$ cat config.mk
export PLATFORM = sky130hd
export DESIGN_NAME = prog_loader
export DESIGN_NICKNAME = d
export VERILOG_FILES = /design/src/rtl/prog_loader.sv
export SDC_FILE = /design/constraint.sdc
export NUM_CORES = 2
export LEC_CHECK = 0
export BUFFER_PORTS_ARGS = -buffer_cell sky130_fd_sc_hd__buf_4
export CORE_UTILIZATION = 36
export CTS_CLUSTER_SIZE = 12
export DETAILED_ROUTE_END_ITERATION = 8
export GPL_TIMING_DRIVEN = 0
export PLACE_DENSITY_LB_ADDON = 0.15
export SETUP_SLACK_MARGIN = 0.02
export SYNTH_ARGS = -nofsm -noshare
export SYNTH_HDL_FRONTEND = slang
export SYNTH_SLANG_ARGS = --single-unit
$ cat constraint.sdc
create_clock -name clk -period 4.6 [get_ports clk]
set_input_delay 0.23 -clock clk [delete_from_list [all_inputs] [get_ports clk]]
set_output_delay 0.23 -clock clk [all_outputs]
set_load 0.005 [all_outputs]
$ cat src/rtl/prog_loader.sv
// prog_loader: loads a length/payload/checksum byte stream into instruction memory and serves CPU fetches.
// Ports: clk, rst_n (sync, active-low); load_valid/load_data/load_ready host byte stream;
//        reload restart pulse; fetch_addr -> fetch_data (1-cycle registered read);
//        cpu_run verified image resident; err last load bad checksum; loaded_len payload bytes written.
module prog_loader #(
    parameter int ADDR_W = 8,
    parameter int DATA_W = 8,
    parameter logic [DATA_W-1:0] HALT_OP = 8'h70
) (
    input  logic              clk,
    input  logic              rst_n,
    input  logic              load_valid,
    input  logic [DATA_W-1:0] load_data,
    output logic              load_ready,
    input  logic              reload,
    input  logic [ADDR_W-1:0] fetch_addr,
    output logic [DATA_W-1:0] fetch_data,
    output logic              cpu_run,
    output logic              err,
    output logic [ADDR_W:0]   loaded_len
);
    localparam int DEPTH = 2 ** ADDR_W;
    localparam logic [ADDR_W:0] FULL = (ADDR_W + 1)'(DEPTH);

    typedef enum logic [2:0] {IDLE, DATA, CHECK, DONE, ERROR} state_t;

    state_t            state;
    logic [ADDR_W-1:0] addr;
    logic [DATA_W-1:0] sum;
    logic [ADDR_W:0]   rem;
    logic [DATA_W-1:0] mem [DEPTH];
    logic              take;

    assign load_ready = state == IDLE || state == DATA || state == CHECK;
    assign take = load_valid && load_ready && !reload;

    always_ff @(posedge clk)
        if (rst_n && take && state == DATA)
            mem[addr] <= load_data;

    always_ff @(posedge clk) begin
        if (!rst_n) begin
            state      <= IDLE;
            addr       <= '0;
            sum        <= '0;
            rem        <= '0;
            cpu_run    <= 1'b0;
            err        <= 1'b0;
            loaded_len <= '0;
            fetch_data <= HALT_OP;
        end else begin
            // Read decision uses the pre-edge state, so a reload cycle in DONE still returns memory data.
            fetch_data <= state == DONE ? mem[fetch_addr] : HALT_OP;
            if (reload) begin
                state   <= IDLE;
                addr    <= '0;
                sum     <= '0;
                rem     <= '0;
                err     <= 1'b0;
                cpu_run <= 1'b0;
            end else if (take) begin
                case (state)
                    IDLE: begin
                        rem        <= load_data == '0 ? FULL : (ADDR_W + 1)'(load_data);
                        addr       <= '0;
                        sum        <= '0;
                        loaded_len <= '0;
                        state      <= DATA;
                    end
                    DATA: begin
                        addr       <= addr + 1'b1;
                        sum        <= sum + load_data;
                        loaded_len <= loaded_len + 1'b1;
                        rem        <= rem - 1'b1;
                        state      <= rem == 1 ? CHECK : DATA;
                    end
                    CHECK: begin
                        state   <= load_data == sum ? DONE : ERROR;
                        err     <= load_data != sum;
                        cpu_run <= load_data == sum;
                    end
                    default: ;
                endcase
            end
        end
    end
endmodule

==> impl_metrics.prom <==
# TYPE chip_impl_metric gauge
chip_impl_metric{name="slew_violations",unit=""} 33
chip_impl_metric{name="setup_viol",unit=""} 8
chip_impl_metric{name="yosysWarnings",unit=""} 0
chip_impl_metric{name="count_of_boundary_i_o_pins",unit=""} 40
chip_impl_metric{name="numPortBuffers",unit=""} 32
chip_impl_metric{name="slew_headroom",unit="%"} -7.660
chip_impl_metric{name="filler_cell_count",unit=""} 19992
chip_impl_metric{name="post_route_cells_drive_above_1_share",unit="%"} 25.32
chip_impl_metric{name="fin_worst_skew",unit="ns"} 0.05482
chip_impl_metric{name="holdWs",unit="ns"} 0.1777
chip_impl_info{name="timing.critical_path.to_type",value="flop"} 1
chip_impl_metric{name="antenna_violations_before_repair",unit=""} 19
chip_impl_metric{name="tritoncts.num_buffers",unit=""} 223
chip_impl_metric{name="synth_cell_type_count",unit=""} 60
chip_impl_metric{name="synthesis.area",unit="µm²"} 81410
chip_impl_metric{name="netSwitchingPower",unit="mW"} 9.274
chip_impl_metric{name="critical_path.max_fanout",unit=""} 10
chip_impl_metric{name="routabilityCongestion",unit=""} 0.9990
chip_impl_info{name="worst_setup_path_start_kind",value="flop"} 1
chip_impl_info{name="path_class",value="reg -> reg"} 1
chip_impl_metric{name="cpPeakStageDelay",unit="ns"} 1.05
chip_impl_metric{name="first_iter_violations",unit=""} 6208
chip_impl_metric{name="nets",unit=""} 4119
chip_impl_metric{name="clk_sink_count",unit=""} 2095
chip_impl_metric{name="grt_start_max_net_pins",unit=""} 153
chip_impl_metric{name="dieWidth",unit="µm"} 477.5
chip_impl_metric{name="place_ws",unit="ns"} -1.003
chip_impl_metric{name="detail-route-antenna-nets",unit=""} 0
chip_impl_metric{name="ys_seq_elements",unit=""} 2095
chip_impl_metric{name="postLayoutSetupSlackWorst",unit="ns"} -0.1300
chip_impl_metric{name="worst-endpoint-arrival",unit="ns"} 5.21
chip_impl_info{name="outcome",value="complete, but fails checks"} 1
chip_impl_metric{name="detailedPlacementHpwl",unit="mm"} 198.0
chip_impl_info{name="rsz0062_at_grt",value="yes"} 1
chip_impl_metric{name="synth-compound-area-share",unit="%"} 1.586
chip_impl_metric{name="internal-power",unit="mW"} 30.94
chip_impl_metric{name="worst_ep_required_time",unit="ns"} 5.08
chip_impl_metric{name="sequential_share_of_the_synthesized_area",unit="%"} 76.70
chip_impl_metric{name="synth-async-reset-ratio",unit="%"} 0
chip_impl_info{name="combinational_family_with_the_most_area_after_synthesis",value="multiplexers"} 1
chip_impl_info{name="clk_root_buffer_cell",value="sky130_fd_sc_hd__clkbuf_16"} 1
chip_impl_metric{name="power_consumption",unit="mW"} 40.21
chip_impl_metric{name="vias",unit=""} 42571
chip_impl_metric{name="cell_count_after_synthesis",unit=""} 3799
chip_impl_metric{name="clock_power_share",unit="%"} 42.5
chip_impl_metric{name="share_of_synthesized_cell_area_in_full_adder_half_adder_and_majority_cells",unit="%"} 0.2398
chip_impl_metric{name="leakage",unit="nW"} 28.32
chip_impl_metric{name="finalNonFillerCells",unit=""} 7266
chip_impl_info{name="ys_dominant_reg_cell",value="sky130_fd_sc_hd__edfxtp_1"} 1
chip_impl_metric{name="timing.final.crit_period",unit="ns"} 4.730
chip_impl_metric{name="ir_worst_vdd",unit="µV"} 375.7
chip_impl_metric{name="clock_transition_at_the_register_clock_pins_on_the_worst_setup_and_hold_paths_after_cts",unit="ns"} 0.06
chip_impl_metric{name="cts.path.max_buffers",unit=""} 3
chip_impl_metric{name="wire_length_of_the_first_global_routing_pass",unit="mm"} 387.2
chip_impl_metric{name="avg_vias_per_cell",unit=""} 5.859
chip_impl_metric{name="cts_htree_levels",unit=""} 4
chip_impl_metric{name="start_util",unit="%"} 36.23
chip_impl_info{name="hold_path_class",value="in -> reg"} 1
chip_impl_metric{name="floorplan.die.height",unit="µm"} 477.5
chip_impl_metric{name="first_global_vias",unit=""} 41557
chip_impl_metric{name="synth_xor_xnor_area_share",unit="%"} 0.1829
chip_impl_metric{name="worstSkewPairLatency",unit="ns"} 0.87
chip_impl_info{name="cts_tree",value="yes"} 1
chip_impl_metric{name="wl",unit="mm"} 292.1
chip_impl_metric{name="grt_util_all_layers",unit="%"} 25.52
chip_impl_metric{name="max_freq",unit="MHz"} 211.4
chip_impl_metric{name="synth-edff-count",unit=""} 2048
chip_impl_metric{name="sequentialPowerShare",unit="%"} 52.1
chip_impl_metric{name="combPwrFrac",unit="%"} 5.5
chip_impl_metric{name="drt_drc_violations_left",unit=""} 0
chip_impl_info{name="violations",value="capacitance limit, slew limit, setup timing"} 1
chip_impl_metric{name="num_rows",unit=""} 174
chip_impl_metric{name="synth.mux.area_fraction",unit="%"} 16.43
chip_impl_metric{name="power_switching_share",unit="%"} 23.06
chip_impl_info{name="slowest_stage",value="sky130_fd_sc_hd__nor2_1"} 1
chip_impl_metric{name="power.density_cell_area",unit="nW/µm²"} 432.9
chip_impl_metric{name="core-area",unit="µm²"} 224700
chip_impl_info{name="timing.critical_path.cells",value="or3b_1 > clkbuf_1 > nor3_4 > nand2_1 > nor3_2 > nand2_1 > clkbuf_1 > nor2_1"} 1
chip_impl_metric{name="globalRouteOverflowTotal",unit=""} 0
chip_impl_metric{name="postCtsSetupBuffers",unit=""} 0
chip_impl_metric{name="synth.avg_cell_area",unit="µm²"} 21.43
chip_impl_metric{name="wire_per_inst",unit="µm"} 40.20
chip_impl_metric{name="worst_slew_pin_slew",unit="ns"} 1.615
chip_impl_metric{name="postSynthNetCount",unit=""} 3834
chip_impl_metric{name="place_inst",unit=""} 6838
chip_impl_metric{name="maxCapViolations",unit=""} 4
chip_impl_metric{name="hold_violations",unit=""} 0
chip_impl_metric{name="syn2layout_area_growth",unit="%"} 14.10
chip_impl_metric{name="simple_gate_fraction_of_synth_area",unit="%"} 3.478
chip_impl_metric{name="fp.dieArea",unit="µm²"} 228000
chip_impl_metric{name="layout_worst_path_cycle_share",unit="%"} 102.8
chip_impl_metric{name="first_pass_iters",unit=""} 6
cell usage in the layout (no fill, tap or decap), types with 12 or more instances in the layout:
master,n
sky130_fd_sc_hd__a21oi_1,34
sky130_fd_sc_hd__clkbuf_16,225
sky130_fd_sc_hd__clkbuf_1,158
sky130_fd_sc_hd__nand2_1,150
sky130_fd_sc_hd__nor2_2,24
sky130_fd_sc_hd__clkinv_1,51
sky130_fd_sc_hd__mux2i_1,28
sky130_fd_sc_hd__buf_4,64
sky130_fd_sc_hd__nand3_1,45
sky130_fd_sc_hd__mux4_2,577
sky130_fd_sc_hd__dfxtp_1,47
sky130_fd_sc_hd__o21ai_0,18
sky130_fd_sc_hd__nor2b_1,17
sky130_fd_sc_hd__edfxtp_1,2048
sky130_fd_sc_hd__a22oi_1,43
sky130_fd_sc_hd__nor2_1,292
sky130_fd_sc_hd__ha_1,14
sky130_fd_sc_hd__buf_16,12
sky130_fd_sc_hd__nor3_1,32
sky130_fd_sc_hd__buf_2,57
sky130_fd_sc_hd__clkinv_2,40
sky130_fd_sc_hd__nand4_1,30
sky130_fd_sc_hd__nand2b_1,12
state kept, by name, summed over array words and instances, names as in the netlist:
signal / count
rem: 9
mem: 2048
addr: 8
state: 3
loaded_len: 9
err: 1
sum: 8
fetch_data: 8
cpu_run: 1
power groups by stage:
stage / Clock, mW / Sequential (mW) / Combinational (mW)
2_1_floorplan: 0 / 21.3 / 0.936
3_3_place_gp: 0 / 21.4 / 2.12
3_5_place_dp: 0 / 21.3 / 2.18
4_1_cts: 17.2 / 20.9 / 2.19
5_1_grt: 18.0 / 20.9 / 2.23
6_report: 17.1 / 20.9 / 2.19
critical path, delay by kind of cell (launching register included):
family | cells | cell delay [ns]
DFF | 1 | 0.34
and+or+nand+nor | 6 | 3.36
buffers and inverters | 2 | 0.59
per-layer routing:
| layer | vias up | global-route usage (%) | part of all wire, % |
|---|---|---|---|
| li1 | 16453 | - | - |
| met1 | 23588 | 36.14 | 42 |
| met2 | 2119 | 39.43 | 46 |
| met3 | 403 | 4.930 | 8.1 |
| met4 | 8 | 8.757 | 3.7 |
| met5 | - | 0 | 0.016 |
synth_stat cells, drive strengths merged (2+ instances only):
cell | n | area, µm²
edfxtp | 2048 | 61500
mux4 | 577 | 12990
nor2 | 316 | 1186
nand2 | 150 | 563.0
buf | 113 | 691.9
clkbuf | 104 | 390.4
dfxtp | 47 | 940.9
nand3 | 45 | 225.2
a22oi | 43 | 322.8
a21oi | 34 | 170.2
nor3 | 34 | 181.4
nand4 | 30 | 187.7
mux2i | 28 | 280.3
nor2b | 18 | 112.6
o21ai | 18 | 90.09
ha | 14 | 175.2
nand2b | 12 | 75.07
a31oi | 11 | 68.82
inv | 11 | 41.29
nor4 | 11 | 68.82
xor2 | 11 | 96.34
a221oi | 10 | 87.58
a22o | 10 | 87.58
o2111ai | 10 | 87.58
and2 | 9 | 56.31
mux2 | 9 | 101.4
a211oi | 8 | 60.06
and3 | 8 | 50.05
a32oi | 7 | 61.31
a2111oi | 6 | 52.55
xnor2 | 6 | 52.55
o22ai | 4 | 25.02
a311oi | 3 | 26.28
o311ai | 3 | 26.28
or2 | 3 | 18.77
or3 | 3 | 18.77
a21o | 2 | 15.01
and4b | 2 | 20.02
nor3b | 2 | 25.02
o211a | 2 | 20.02
o211ai | 2 | 15.01
o21bai | 2 | 15.01
o221ai | 2 | 17.52
or3b | 2 | 17.52
through the flow:
step	setup TNS, ns	utilization (%)	instance area (µm²)
after floorplan	0	-	81410
after global placement	-345.28	38.01	85390
after detailed placement	-25.01	38.22	85870
after CTS	0	41.30	92790
after global routing	-5.158	41.34	92880
final	-0.9916	41.34	92890
worst paths after layout:
| kind | from | end | slack [ns] | cells past startpoint |
|---|---|---|---|---|
| min reg2reg | sum[2] | sum[2] | 0.46 | 2 |
| max reg2reg | state[2] | mem[6][1] | -0.13 | 8 |
| min | load_valid | state[0] | 0.18 | 5 |
| max | state[2] | mem[6][1] | -0.13 | 8 |
layout make-up:
| type | instances | area [µm²] | share of cell area, % |
|---|---|---|---|
| inverters | 11 | 41.29 | 0.04445 |
| diodes | 4 | 10.01 | 0.01078 |
| flip-flops and latches | 2095 | 62440 | 67.22 |
| multi-input cells | 1476 | 17920 | 19.30 |
| repair buffers | 61 | 833.3 | 0.8971 |
| plain buffers | 216 | 1106 | 1.191 |
| clock inverters | 111 | 775.7 | 0.8352 |
| clock buffers | 300 | 6012 | 6.473 |
| well taps | 2992 | 3744 | 4.030 |
cells by family (layout without fill, tap and decap cells):
logic type	count (synthesis)	count (layout)
adders and majority gates	15	15
AOI/OAI and AO/OA	182	182
xor gates and xnor gates	17	17
other	0	4
DFF	2095	2095
muxes	614	614
and+or+nand+nor	648	648
buffers and inverters	228	699
what timing repair did:
item / 4_1_cts / 5_1_grt
hold endpoints to repair: 484 / 0
endpoints found under the setup margin: 68 / 165
cloned: 0 / 0
gates resized for setup: 9 / 17
hold buffers: 11 / 0
(Power assumes the default switching activity.)
